$ cat config.mk
export PLATFORM = sky130hd
export DESIGN_NAME = holy_axi_arbiter_flat
export DESIGN_NICKNAME = d
export VERILOG_FILES = /design/src/rtl/holy_core_pkg.sv /design/src/rtl/axi_if.sv /design/src/rtl/holy_rr_arbiter.sv /design/src/rtl/holy_axi_arbiter.sv /design/src/flat_wrapper.sv
export SDC_FILE = /design/constraint.sdc
export NUM_CORES = 1
export LEC_CHECK = 0
export CAP_MARGIN = 0
export CORE_AREA = 2 2 146 148
export CTS_BUF_LIST = sky130_fd_sc_hd__clkbuf_16
export CTS_CLUSTER_DIAMETER = 100
export DETAILED_ROUTE_END_ITERATION = 8
export DIE_AREA = 0 0 148 150
export HOLD_SLACK_MARGIN = 0.12
export PLACE_DENSITY_LB_ADDON = 0.1
export SLEW_MARGIN = 0
export SYNTH_ARGS = -nofsm -noshare
export SYNTH_HDL_FRONTEND = slang
export SYNTH_SLANG_ARGS = --single-unit
$ cat constraint.sdc
create_clock -name clk -period 2.72 [get_ports clk]
set_clock_uncertainty 0.2 [all_clocks]
set_input_delay 0.408 -clock clk [delete_from_list [all_inputs] [get_ports clk]]
set_output_delay 0.408 -clock clk [all_outputs]
set_load 0.02 [all_outputs]
$ cat src/rtl/holy_core_pkg.sv
// Shared types and AXI constants for the holy_core memory subsystem.
package holy_core_pkg;

    // Arbiter transaction phases: one burst is in flight between leaving and re-entering IDLE.
    typedef enum logic [2:0] {
        ARB_IDLE = 3'd0,
        ARB_AR   = 3'd1,
        ARB_R    = 3'd2,
        ARB_AW   = 3'd3,
        ARB_W    = 3'd4,
        ARB_B    = 3'd5
    } arb_state_t;

    localparam logic [2:0] AXI_SIZE_4B    = 3'b010;
    localparam logic [1:0] AXI_BURST_INCR = 2'b01;
    localparam logic [1:0] AXI_RESP_OKAY  = 2'b00;
    localparam int         AXI_ID_W       = 4;

endpackage

$ cat src/rtl/axi_if.sv
// AXI4 bus bundle (no user/qos/lock/cache/prot fields; IDs only on the request side).
interface axi_if #(
    parameter int ADDR_W = 32,
    parameter int DATA_W = 32,
    parameter int ID_W   = holy_core_pkg::AXI_ID_W
);
    logic [ID_W-1:0]     awid;
    logic [ADDR_W-1:0]   awaddr;
    logic [7:0]          awlen;
    logic [2:0]          awsize;
    logic [1:0]          awburst;
    logic                awvalid;
    logic                awready;

    logic [DATA_W-1:0]   wdata;
    logic [DATA_W/8-1:0] wstrb;
    logic                wlast;
    logic                wvalid;
    logic                wready;

    logic [1:0]          bresp;
    logic                bvalid;
    logic                bready;

    logic [ID_W-1:0]     arid;
    logic [ADDR_W-1:0]   araddr;
    logic [7:0]          arlen;
    logic [2:0]          arsize;
    logic [1:0]          arburst;
    logic                arvalid;
    logic                arready;

    logic [DATA_W-1:0]   rdata;
    logic [1:0]          rresp;
    logic                rlast;
    logic                rvalid;
    logic                rready;

    modport master (
        output awid, awaddr, awlen, awsize, awburst, awvalid,
        input  awready,
        output wdata, wstrb, wlast, wvalid,
        input  wready,
        input  bresp, bvalid,
        output bready,
        output arid, araddr, arlen, arsize, arburst, arvalid,
        input  arready,
        input  rdata, rresp, rlast, rvalid,
        output rready
    );

    modport slave (
        input  awid, awaddr, awlen, awsize, awburst, awvalid,
        output awready,
        input  wdata, wstrb, wlast, wvalid,
        output wready,
        output bresp, bvalid,
        input  bready,
        input  arid, araddr, arlen, arsize, arburst, arvalid,
        output arready,
        output rdata, rresp, rlast, rvalid,
        input  rready
    );

endinterface

$ cat src/rtl/holy_rr_arbiter.sv
// Combinational round-robin pick: the first pending request after the previous winner.
// The index wrap relies on N_REQ being a power of two.
module holy_rr_arbiter #(
    parameter int N_REQ = 2,
    parameter int IDX_W = (N_REQ > 1) ? $clog2(N_REQ) : 1
) (
    input  logic [N_REQ-1:0] req,
    input  logic [IDX_W-1:0] last_grant,
    output logic [N_REQ-1:0] grant
);

    logic [IDX_W-1:0] idx;
    logic             found;

    // Walk the ring starting just after last_grant; only the first hit is granted.
    always_comb begin
        grant = '0;
        found = 1'b0;
        idx   = last_grant;
        for (int k = 1; k <= N_REQ; k++) begin
            idx        = last_grant + IDX_W'(k);
            grant[idx] = req[idx] & ~found;
            found      = found | req[idx];
        end
    end

endmodule

$ cat src/rtl/holy_axi_arbiter.sv
// Shares one AXI master between the I-cache (0) and D-cache (1), one burst at a time.
module holy_axi_arbiter
    import holy_core_pkg::*;
#(
    parameter  int N_REQ  = 2,
    parameter  int ADDR_W = 32,
    parameter  int DATA_W = 32,
    localparam int IDX_W  = (N_REQ > 1) ? $clog2(N_REQ) : 1
) (
    input  logic                           clk,
    input  logic                           rst,
    input  logic [N_REQ-1:0]               req_valid,
    output logic [N_REQ-1:0]               req_ready,
    input  logic [N_REQ-1:0]               req_write,
    input  logic [N_REQ-1:0][ADDR_W-1:0]   req_addr,
    input  logic [N_REQ-1:0][7:0]          req_len,
    input  logic [N_REQ-1:0][DATA_W-1:0]   wdata,
    input  logic [N_REQ-1:0]               wvalid,
    output logic [N_REQ-1:0]               wready,
    output logic [DATA_W-1:0]              rdata,
    output logic [N_REQ-1:0]               rvalid,
    output logic                           rlast,
    output logic [N_REQ-1:0]               done,
    output logic [N_REQ-1:0]               err,
    output logic                           busy,
    output logic [IDX_W-1:0]               grant_idx,
    axi_if.master                          m_axi
);

    arb_state_t        state_q, state_d;
    logic [IDX_W-1:0]  gnt_q, gnt_d;
    logic [IDX_W-1:0]  last_grant_q, last_grant_d;
    logic [ADDR_W-1:0] addr_q, addr_d;
    logic [7:0]        len_q, len_d;
    logic [7:0]        cnt_q, cnt_d;
    logic              rerr_q, rerr_d;
    logic [N_REQ-1:0]  done_q, done_d;
    logic [N_REQ-1:0]  err_q, err_d;

    logic [N_REQ-1:0]  grant_oh;
    logic [IDX_W-1:0]  pick;

    holy_rr_arbiter #(.N_REQ(N_REQ), .IDX_W(IDX_W)) u_rr (
        .req        (req_valid),
        .last_grant (last_grant_q),
        .grant      (grant_oh)
    );

    // Encode the one-hot winner into an index.
    always_comb begin
        pick = {IDX_W{1'b0}};
        for (int k = 0; k < N_REQ; k++) begin
            pick = pick | (grant_oh[k] ? IDX_W'(k) : {IDX_W{1'b0}});
        end
    end

    // Next-state and bus/requester outputs; everything defaults to idle/zero.
    always_comb begin
        state_d      = state_q;
        gnt_d        = gnt_q;
        last_grant_d = last_grant_q;
        addr_d       = addr_q;
        len_d        = len_q;
        cnt_d        = cnt_q;
        rerr_d       = rerr_q;
        done_d       = '0;
        err_d        = '0;

        req_ready    = '0;
        wready       = '0;
        rvalid       = '0;
        rdata        = '0;
        rlast        = 1'b0;

        m_axi.awid    = '0;
        m_axi.awaddr  = '0;
        m_axi.awlen   = 8'h00;
        m_axi.awsize  = 3'b000;
        m_axi.awburst = 2'b00;
        m_axi.awvalid = 1'b0;
        m_axi.wdata   = '0;
        m_axi.wstrb   = '0;
        m_axi.wlast   = 1'b0;
        m_axi.wvalid  = 1'b0;
        m_axi.bready  = 1'b0;
        m_axi.arid    = '0;
        m_axi.araddr  = '0;
        m_axi.arlen   = 8'h00;
        m_axi.arsize  = 3'b000;
        m_axi.arburst = 2'b00;
        m_axi.arvalid = 1'b0;
        m_axi.rready  = 1'b0;

        case (state_q)
            ARB_IDLE: begin
                if (|req_valid) begin
                    req_ready    = grant_oh;
                    gnt_d        = pick;
                    last_grant_d = pick;
                    addr_d       = req_addr[pick];
                    len_d        = req_len[pick];
                    cnt_d        = 8'h00;
                    rerr_d       = 1'b0;
                    state_d      = req_write[pick] ? ARB_AW : ARB_AR;
                end else begin
                    state_d = ARB_IDLE;
                end
            end
            ARB_AR: begin
                m_axi.arvalid = 1'b1;
                m_axi.arid    = AXI_ID_W'(gnt_q);
                m_axi.araddr  = addr_q;
                m_axi.arlen   = len_q;
                m_axi.arsize  = AXI_SIZE_4B;
                m_axi.arburst = AXI_BURST_INCR;
                state_d       = m_axi.arready ? ARB_R : ARB_AR;
            end
            ARB_R: begin
                m_axi.rready  = 1'b1;
                rvalid[gnt_q] = m_axi.rvalid;
                rdata         = m_axi.rdata;
                rlast         = m_axi.rlast;
                if (m_axi.rvalid) begin
                    if (m_axi.rlast) begin
                        // A short or long burst is reported like a bus error.
                        done_d[gnt_q] = 1'b1;
                        err_d[gnt_q]  = rerr_q | (m_axi.rresp != AXI_RESP_OKAY) | (cnt_q != len_q);
                        state_d       = ARB_IDLE;
                    end else begin
                        cnt_d  = cnt_q + 8'd1;
                        rerr_d = rerr_q | (m_axi.rresp != AXI_RESP_OKAY);
                    end
                end else begin
                    state_d = ARB_R;
                end
            end
            ARB_AW: begin
                m_axi.awvalid = 1'b1;
                m_axi.awid    = AXI_ID_W'(gnt_q);
                m_axi.awaddr  = addr_q;
                m_axi.awlen   = len_q;
                m_axi.awsize  = AXI_SIZE_4B;
                m_axi.awburst = AXI_BURST_INCR;
                state_d       = m_axi.awready ? ARB_W : ARB_AW;
            end
            ARB_W: begin
                m_axi.wvalid  = wvalid[gnt_q];
                m_axi.wdata   = wdata[gnt_q];
                m_axi.wstrb   = {(DATA_W/8){1'b1}};
                m_axi.wlast   = (cnt_q == len_q);
                wready[gnt_q] = m_axi.wready;
                if (wvalid[gnt_q] && m_axi.wready) begin
                    if (cnt_q == len_q) begin
                        state_d = ARB_B;
                    end else begin
                        cnt_d = cnt_q + 8'd1;
                    end
                end else begin
                    state_d = ARB_W;
                end
            end
            ARB_B: begin
                m_axi.bready = 1'b1;
                if (m_axi.bvalid) begin
                    done_d[gnt_q] = 1'b1;
                    err_d[gnt_q]  = (m_axi.bresp != AXI_RESP_OKAY);
                    state_d       = ARB_IDLE;
                end else begin
                    state_d = ARB_B;
                end
            end
            default: begin
                state_d = ARB_IDLE;
            end
        endcase
    end

    // State and datapath registers; last_grant resets to the top index so requester 0 wins the first tie.
    always_ff @(posedge clk) begin
        if (rst) begin
            state_q      <= ARB_IDLE;
            gnt_q        <= {IDX_W{1'b0}};
            last_grant_q <= IDX_W'(N_REQ - 1);
            addr_q       <= '0;
            len_q        <= 8'h00;
            cnt_q        <= 8'h00;
            rerr_q       <= 1'b0;
            done_q       <= '0;
            err_q        <= '0;
        end else begin
            state_q      <= state_d;
            gnt_q        <= gnt_d;
            last_grant_q <= last_grant_d;
            addr_q       <= addr_d;
            len_q        <= len_d;
            cnt_q        <= cnt_d;
            rerr_q       <= rerr_d;
            done_q       <= done_d;
            err_q        <= err_d;
        end
    end

    assign done      = done_q;
    assign err       = err_q;
    assign busy      = (state_q != ARB_IDLE);
    assign grant_idx = gnt_q;

endmodule
$ cat src/flat_wrapper.sv
// flat-port wrapper written by rule: the top's interface ports become plain ports
module holy_axi_arbiter_flat import holy_core_pkg::*;
#(
    parameter  int N_REQ  = 2,
    parameter  int ADDR_W = 32,
    parameter  int DATA_W = 32,
    localparam int IDX_W  = (N_REQ > 1) ? $clog2(N_REQ) : 1
)
  (clk, rst, req_valid, req_ready, req_write, req_addr, req_len, wdata, wvalid, wready, rdata, rvalid, rlast, done, err, busy, grant_idx, m_axi_awid, m_axi_awaddr, m_axi_awlen, m_axi_awsize, m_axi_awburst, m_axi_awvalid, m_axi_awready, m_axi_wdata, m_axi_wstrb, m_axi_wlast, m_axi_wvalid, m_axi_wready, m_axi_bresp, m_axi_bvalid, m_axi_bready, m_axi_arid, m_axi_araddr, m_axi_arlen, m_axi_arsize, m_axi_arburst, m_axi_arvalid, m_axi_arready, m_axi_rdata, m_axi_rresp, m_axi_rlast, m_axi_rvalid, m_axi_rready);
  axi_if #(.ADDR_W(ADDR_W), .DATA_W(DATA_W)) m_axi_i ();
  input  logic clk;
  input  logic rst;
  input  logic [N_REQ-1:0] req_valid;
  output logic [N_REQ-1:0] req_ready;
  input  logic [N_REQ-1:0] req_write;
  input  logic [N_REQ-1:0][ADDR_W-1:0] req_addr;
  input  logic [N_REQ-1:0][7:0] req_len;
  input  logic [N_REQ-1:0][DATA_W-1:0] wdata;
  input  logic [N_REQ-1:0] wvalid;
  output logic [N_REQ-1:0] wready;
  output logic [DATA_W-1:0] rdata;
  output logic [N_REQ-1:0] rvalid;
  output logic rlast;
  output logic [N_REQ-1:0] done;
  output logic [N_REQ-1:0] err;
  output logic busy;
  output logic [IDX_W-1:0] grant_idx;
  output wire logic [$bits(m_axi_i.awid)-1:0] m_axi_awid;
  output wire logic [$bits(m_axi_i.awaddr)-1:0] m_axi_awaddr;
  output wire logic [$bits(m_axi_i.awlen)-1:0] m_axi_awlen;
  output wire logic [$bits(m_axi_i.awsize)-1:0] m_axi_awsize;
  output wire logic [$bits(m_axi_i.awburst)-1:0] m_axi_awburst;
  output wire logic [$bits(m_axi_i.awvalid)-1:0] m_axi_awvalid;
  input wire logic [$bits(m_axi_i.awready)-1:0] m_axi_awready;
  output wire logic [$bits(m_axi_i.wdata)-1:0] m_axi_wdata;
  output wire logic [$bits(m_axi_i.wstrb)-1:0] m_axi_wstrb;
  output wire logic [$bits(m_axi_i.wlast)-1:0] m_axi_wlast;
  output wire logic [$bits(m_axi_i.wvalid)-1:0] m_axi_wvalid;
  input wire logic [$bits(m_axi_i.wready)-1:0] m_axi_wready;
  input wire logic [$bits(m_axi_i.bresp)-1:0] m_axi_bresp;
  input wire logic [$bits(m_axi_i.bvalid)-1:0] m_axi_bvalid;
  output wire logic [$bits(m_axi_i.bready)-1:0] m_axi_bready;
  output wire logic [$bits(m_axi_i.arid)-1:0] m_axi_arid;
  output wire logic [$bits(m_axi_i.araddr)-1:0] m_axi_araddr;
  output wire logic [$bits(m_axi_i.arlen)-1:0] m_axi_arlen;
  output wire logic [$bits(m_axi_i.arsize)-1:0] m_axi_arsize;
  output wire logic [$bits(m_axi_i.arburst)-1:0] m_axi_arburst;
  output wire logic [$bits(m_axi_i.arvalid)-1:0] m_axi_arvalid;
  input wire logic [$bits(m_axi_i.arready)-1:0] m_axi_arready;
  input wire logic [$bits(m_axi_i.rdata)-1:0] m_axi_rdata;
  input wire logic [$bits(m_axi_i.rresp)-1:0] m_axi_rresp;
  input wire logic [$bits(m_axi_i.rlast)-1:0] m_axi_rlast;
  input wire logic [$bits(m_axi_i.rvalid)-1:0] m_axi_rvalid;
  output wire logic [$bits(m_axi_i.rready)-1:0] m_axi_rready;
  assign m_axi_awid = m_axi_i.awid;
  assign m_axi_awaddr = m_axi_i.awaddr;
  assign m_axi_awlen = m_axi_i.awlen;
  assign m_axi_awsize = m_axi_i.awsize;
  assign m_axi_awburst = m_axi_i.awburst;
  assign m_axi_awvalid = m_axi_i.awvalid;
  assign m_axi_i.awready = m_axi_awready;
  assign m_axi_wdata = m_axi_i.wdata;
  assign m_axi_wstrb = m_axi_i.wstrb;
  assign m_axi_wlast = m_axi_i.wlast;
  assign m_axi_wvalid = m_axi_i.wvalid;
  assign m_axi_i.wready = m_axi_wready;
  assign m_axi_i.bresp = m_axi_bresp;
  assign m_axi_i.bvalid = m_axi_bvalid;
  assign m_axi_bready = m_axi_i.bready;
  assign m_axi_arid = m_axi_i.arid;
  assign m_axi_araddr = m_axi_i.araddr;
  assign m_axi_arlen = m_axi_i.arlen;
  assign m_axi_arsize = m_axi_i.arsize;
  assign m_axi_arburst = m_axi_i.arburst;
  assign m_axi_arvalid = m_axi_i.arvalid;
  assign m_axi_i.arready = m_axi_arready;
  assign m_axi_i.rdata = m_axi_rdata;
  assign m_axi_i.rresp = m_axi_rresp;
  assign m_axi_i.rlast = m_axi_rlast;
  assign m_axi_i.rvalid = m_axi_rvalid;
  assign m_axi_rready = m_axi_i.rready;
  holy_axi_arbiter #(.N_REQ(N_REQ), .ADDR_W(ADDR_W), .DATA_W(DATA_W)) u_core (.clk(clk), .rst(rst), .req_valid(req_valid), .req_ready(req_ready), .req_write(req_write), .req_addr(req_addr), .req_len(req_len), .wdata(wdata), .wvalid(wvalid), .wready(wready), .rdata(rdata), .rvalid(rvalid), .rlast(rlast), .done(done), .err(err), .busy(busy), .grant_idx(grant_idx), .m_axi(m_axi_i));
endmodule
Word-level counts from Yosys, hierarchy flattened
Cells that the tools add are included.
W data, S select, Z words.
{ "word_totals": {"regBits": 58, "latchBits": 0, "ramBits": 0, "romBits": 0, "input_bits": 194, "output_inout_bits": 185, "word_cells": 130, "n_memories": 0} }
{ "classes": {"addsub": 2, "mul": 0, "div_mod_pow": 0, "n_lt_le_gt_ge": 7, "eq_ne": 14, "shift": 0, "muxes": 74, "bitwise": 9, "n_reduce_logical": 15} }
{ "ops": {"columns": ["op", "n"], "rows": [
  ["$mux W32", 8],
  ["$mux W8", 9],
  ["$mux W2", 14],
  ["$mux W1", 26],
  ["$pmux W8 S3", 1],
  ["$mux W3", 7],
  ["$pmux W3 S6", 1],
  ["$and A2 B2 Y2", 5],
  ["$add A8 B1 Y8 const B", 1],
  ["$eq A8 B8 Y1", 1],
  ["$lt A1 B2 Y1 const B", 4],
  ["$ne A8 B8 Y1", 1],
  ["$pmux W2 S2", 2],
  ["$eq A3 B2 Y1 const B", 2],
  ["$eq A3 B3 Y1 const B", 2],
  ["$ne A2 B2 Y1 const B", 3],
  ["$reduce_and A6 Y1", 1],
  ["$reduce_bool A2 Y1", 3],
  ["$reduce_bool A3 Y1", 2],
  ["$logic_and A1 B1 Y1", 4],
  ["$mux W4", 1],
  ["$ne A2 B1 Y1 const B", 2],
  ["$reduce_and A2 Y1", 2],
  ["$reduce_and A4 Y1", 1],
  ["other kinds (13)", 18]
]} }

Longest topological paths before layout
{ "depth": {"depth_word": 13, "depth_mapped": 8, "ltp_nobuf": 7} }

By module
Synthesis repeated with hierarchy kept, for this count alone.
{ "unflattened": {"cells_unflattened": 544, "area_unflattened_um2": 4524.3} }
{ "by_module_without_submodules": {"columns": ["module", "n_inst", "cells_per_inst", "area_per_inst_um2", "seq_area_each_um2"], "rows": [
  ["holy_axi_arbiter", 1, 541, 4505.6, 1161.1],
  ["holy_rr_arbiter", 1, 3, 18.8, 0.0]
]} }

Worst setup path before layout
No wires, ideal clock.
{ "synth_timing": {"kind": "reg-to-output", "start": "register u_core.state_q[1]", "end": "output port m_axi_araddr[29]", "arrival_time_ns": 1.581, "required_time_ns": 2.112, "path_slack_ns": 0.531, "path_stages_with_launch": 5, "n_path_buf": 2, "cell_sequence": "dfxtp_1 -> buf_4 -> nor3b_1 -> clkbuf_1 -> and2_1"} }
{ "synth_between": {"elab_chain_cells": 2} }
{ "synth_rtl": {"columns": ["item", "line", "text"], "rows": [
  ["from (decl)", "holy_axi_arbiter.sv:30", "arb_state_t state_q, state_d;"],
  ["from (signal assigned)", "holy_axi_arbiter.sv:191", "state_q <= state_d;"],
  ["$eq A3 B1 Y1", "holy_axi_arbiter.sv:94", "case (state_q)"],
  ["$mux W32", "holy_axi_arbiter.sv:94", null],
  ["to (decl)", "flat_wrapper.sv:44", "output wire logic [$bits(m_axi_i.araddr)-1:0] m_axi_araddr;"]
]} }
Every way passes these cells.

Worst setup path in the final report
{ "layout_timing": {"start": "register u_core.state_q[0]", "end": "output port m_axi_araddr[8]"} }
Same word-level chain as after synthesis.

==> impl_metrics.yaml <==
outcome:
  status: "finished clean"
detailed_routing:
  drt_iter0_markers: 163
  route.detailed.drc: 0
  via_per_inst: 4.28
  ant_nets: 0
  drt_first_pass_iters: 4
  wl_per_cell_um: 17.4
  drt_wl_total_mm: 20.4
  vias: 4999
pwr:
  clkPwrFrac: 0.268
  p_int_mw: 2.63
  p_comb_frac: 0.458
  power_density_nw_per_um2: 466
  netSwitchingFraction: 0.355
  peakVddDrop_mv: 0.275
  total_leakage_power_nw: 3.40
  seqPwrFrac: 0.274
  netSwitchingPower_mw: 1.45
run:
  maxCapViolations: 0
setup_path:
  path_max_fanout: 24
  cp.arrival_ns: 2.03
  startpoint_type: "flip-flop"
  endpoint_kind: "output pin"
  cp.required_ns: 2.11
  crit_type: "reg -> out"
floorplan:
  initial_core_util: 0.220
  die_w_um: 148
  fp.coreArea_um2: 20700
  fp.dieH_um: 150
  die-area_um2: 22200
  ios: 379
  rows: 53
grt:
  grt_use_total: 0.172
  grt_first_pass_wirelength_mm: 29.2
  grt_max_degree: 53
  antenna_found_initial: 1
  grt_overflow_total: 0
  first_global_vias: 4936
sta:
  timing.final.crit_share: 0.970
  slew_violations: 0
  rsz0062_at_grt: "true"
  whs_ns: 0.268
  slew_headroom: 0.652
  fin_ws_ns: 0.0829
  hold_violations: 0
  fin_crit_ns: 2.64
  setup_viol: 0
  fmax_mhz: 379
  max_slew.worst_pin.slew_ns: 0.523
clocking:
  cts_buffers: 9
  cts_buffer_depth: 2
  clkSlewWorstSetupHoldPaths_ns: 0.05
  clk_latency_ns: 0.33
  holdBufCountCts: 0
  cts_tree: "built"
  cts_max_level: 3
  root_buffer: "clkbuf_16"
  cts_sinks: 58
layout:
  drive_gt1_frac: 0.103
  fill_cells: 2094
  final_common_cell: "clkdlybuf4s50_1"
  final_cell_mix: "clkdlybuf4s50_1 (357), and2_1 (117), nor2_1 (89), mux2i_1 (74), dfxtp_1 (53)"
  nets: 1083
  syn_to_final_growth_pct: 92.4
synth:
  syn_area_um2: 4550
  ys.flop_type: "dfxtp_1"
  yosysSeqAreaShare: 0.255
  synth-seq-cells: 58
  synthArstFlopShare: 0
  synthCells: 546
  synth-edff-count: 0
  synth_cell_types: 45
  yosysWarnings: 0
  avgSynthCellArea_um2: 8.33
min_path:
  hold_path.class: "reg -> reg"
place:
  place_ws_ns: 0.147
  hpwl_mm: 16.4
  portBuffers: 366
  routabilityCongestion: 0.803
[cells in the mapped netlist, types with 3 or more instances]
master	instances	share of area
xor2_1	8	0.015
nor3b_1	3	0.0050
o32ai_1	3	0.0058
nor2b_1	5	0.0069
inv_1	8	0.0066
and2_1	117	0.16
a211oi_2	40	0.11
nor2_1	89	0.073
nand3_1	4	0.0044
mux2i_1	74	0.16
and3_1	4	0.0055
nand2_1	9	0.0074
dfxtp_1	58	0.26
buf_4	24	0.040
buf_2	7	0.0077
a31oi_1	4	0.0055
o21ai_0	5	0.0055
o22ai_1	6	0.0083
nor3_1	7	0.0077
a21oi_1	9	0.0099
clkbuf_1	26	0.021
buf_6	6	0.015
[worst paths after layout]
kind | from | to | depth (start not counted) | slack [ns]
worst max-delay path | u_core.state_q[0]$_SDFFE_PP0P_ | m_axi_araddr[8] | 4 | 0.08
worst min-delay path | u_core.rerr_q$_SDFFE_PP0P_ | u_core.rerr_q$_SDFFE_PP0P_ | 2 | 0.27
worst max register to register | u_core.state_q[0]$_SDFFE_PP0P_ | u_core.addr_q[30]$_SDFFE_PP0P_ | 6 | 0.63
worst min register to register | u_core.rerr_q$_SDFFE_PP0P_ | u_core.rerr_q$_SDFFE_PP0P_ | 2 | 0.27
[power by group through the flow]
stage               logic [mW]  registers [mW]  clock network, mW
finish                    1.86            1.12               1.09
global route              2.01            1.14               1.18
CTS                       1.90            1.12               1.14
detailed placement        1.89            1.13                  0
global placement          1.86            1.13                  0
floorplan                 1.13            1.07                  0
[flip-flops by register name, indices dropped and copies added (netlist names)]
name                 count
u_core.rerr_q            1
u_core.err               2
u_core.len_q             8
u_core.state_q           3
u_core.addr_q           32
u_core.grant_idx         1
u_core.done              2
u_core.last_grant_q      1
u_core.cnt_q             8
[metal layers]
layer / vias to the layer above / part of all wire / GRT usage / wire, um
met1: 2286 / 0.39 / 0.193 / 8000
li1: 2503 / - / - / -
met5: - / 0 / 0 / 0
met4: 0 / 0.026 / 0.0514 / 527
met2: 181 / 0.52 / 0.317 / 10700
met3: 29 / 0.058 / 0.0491 / 1190
[critical path: stages (launching register included)]
cell	delay (ns)
dfxtp_2	0.41
nor3b_2	0.27
buf_6	0.25
and2_1	0.17
clkdlybuf4s50_1	0.61
[timing repair]
action                                  in CTS  in global routing
gates resized for setup                      4                 10
setup buffers                                0                  0
endpoints found under the hold margin        0                  0
pin swaps                                    0                  0
endpoints found under the setup margin      63                 40
[per-stage QoR]
stage	std cells	setup TNS, ns	instance area, um^2	utilization	power, mW
2_1_floorplan	557	0	4590	-	2.20
3_3_place_gp	1152	0	8430	0.407	2.98
3_5_place_dp	1152	0	8430	0.407	3.02
4_1_cts	1168	0	8720	0.422	4.16
5_1_grt	1169	-0.323	8750	0.423	4.32
6_report	1169	0	8750	0.423	4.07
[area by class of cell]
class / instances / area (um^2) / area share
Clock buffer: 9 / 225 / 0.0257
Multi-Input combinational cell: 427 / 3030 / 0.347
Sequential cell: 58 / 1170 / 0.133
Tap cell: 275 / 344 / 0.0393
Timing Repair Buffer: 383 / 3880 / 0.443
Inverter: 9 / 35.0 / 0.00400
Clock inverter: 7 / 62.6 / 0.00715
Antenna cell: 1 / 2.50 / 0.000286
[cells by family (layout without fill, tap and decap cells)]
family | after synthesis | after routing | share of synthesized area
and+or+nand+nor | 256 | 256 | 0.307
buffers and inverters | 72 | 408 | 0.0914
muxes | 75 | 75 | 0.165
AOI/OAI and AO/OA | 75 | 75 | 0.162
adders and majority gates | 1 | 1 | 0.00275
xor gates and xnor gates | 8 | 8 | 0.0154
DFF | 58 | 58 | 0.255
other | 1 | 13 | 0.000825
Power figures use the tool's default switching activity.
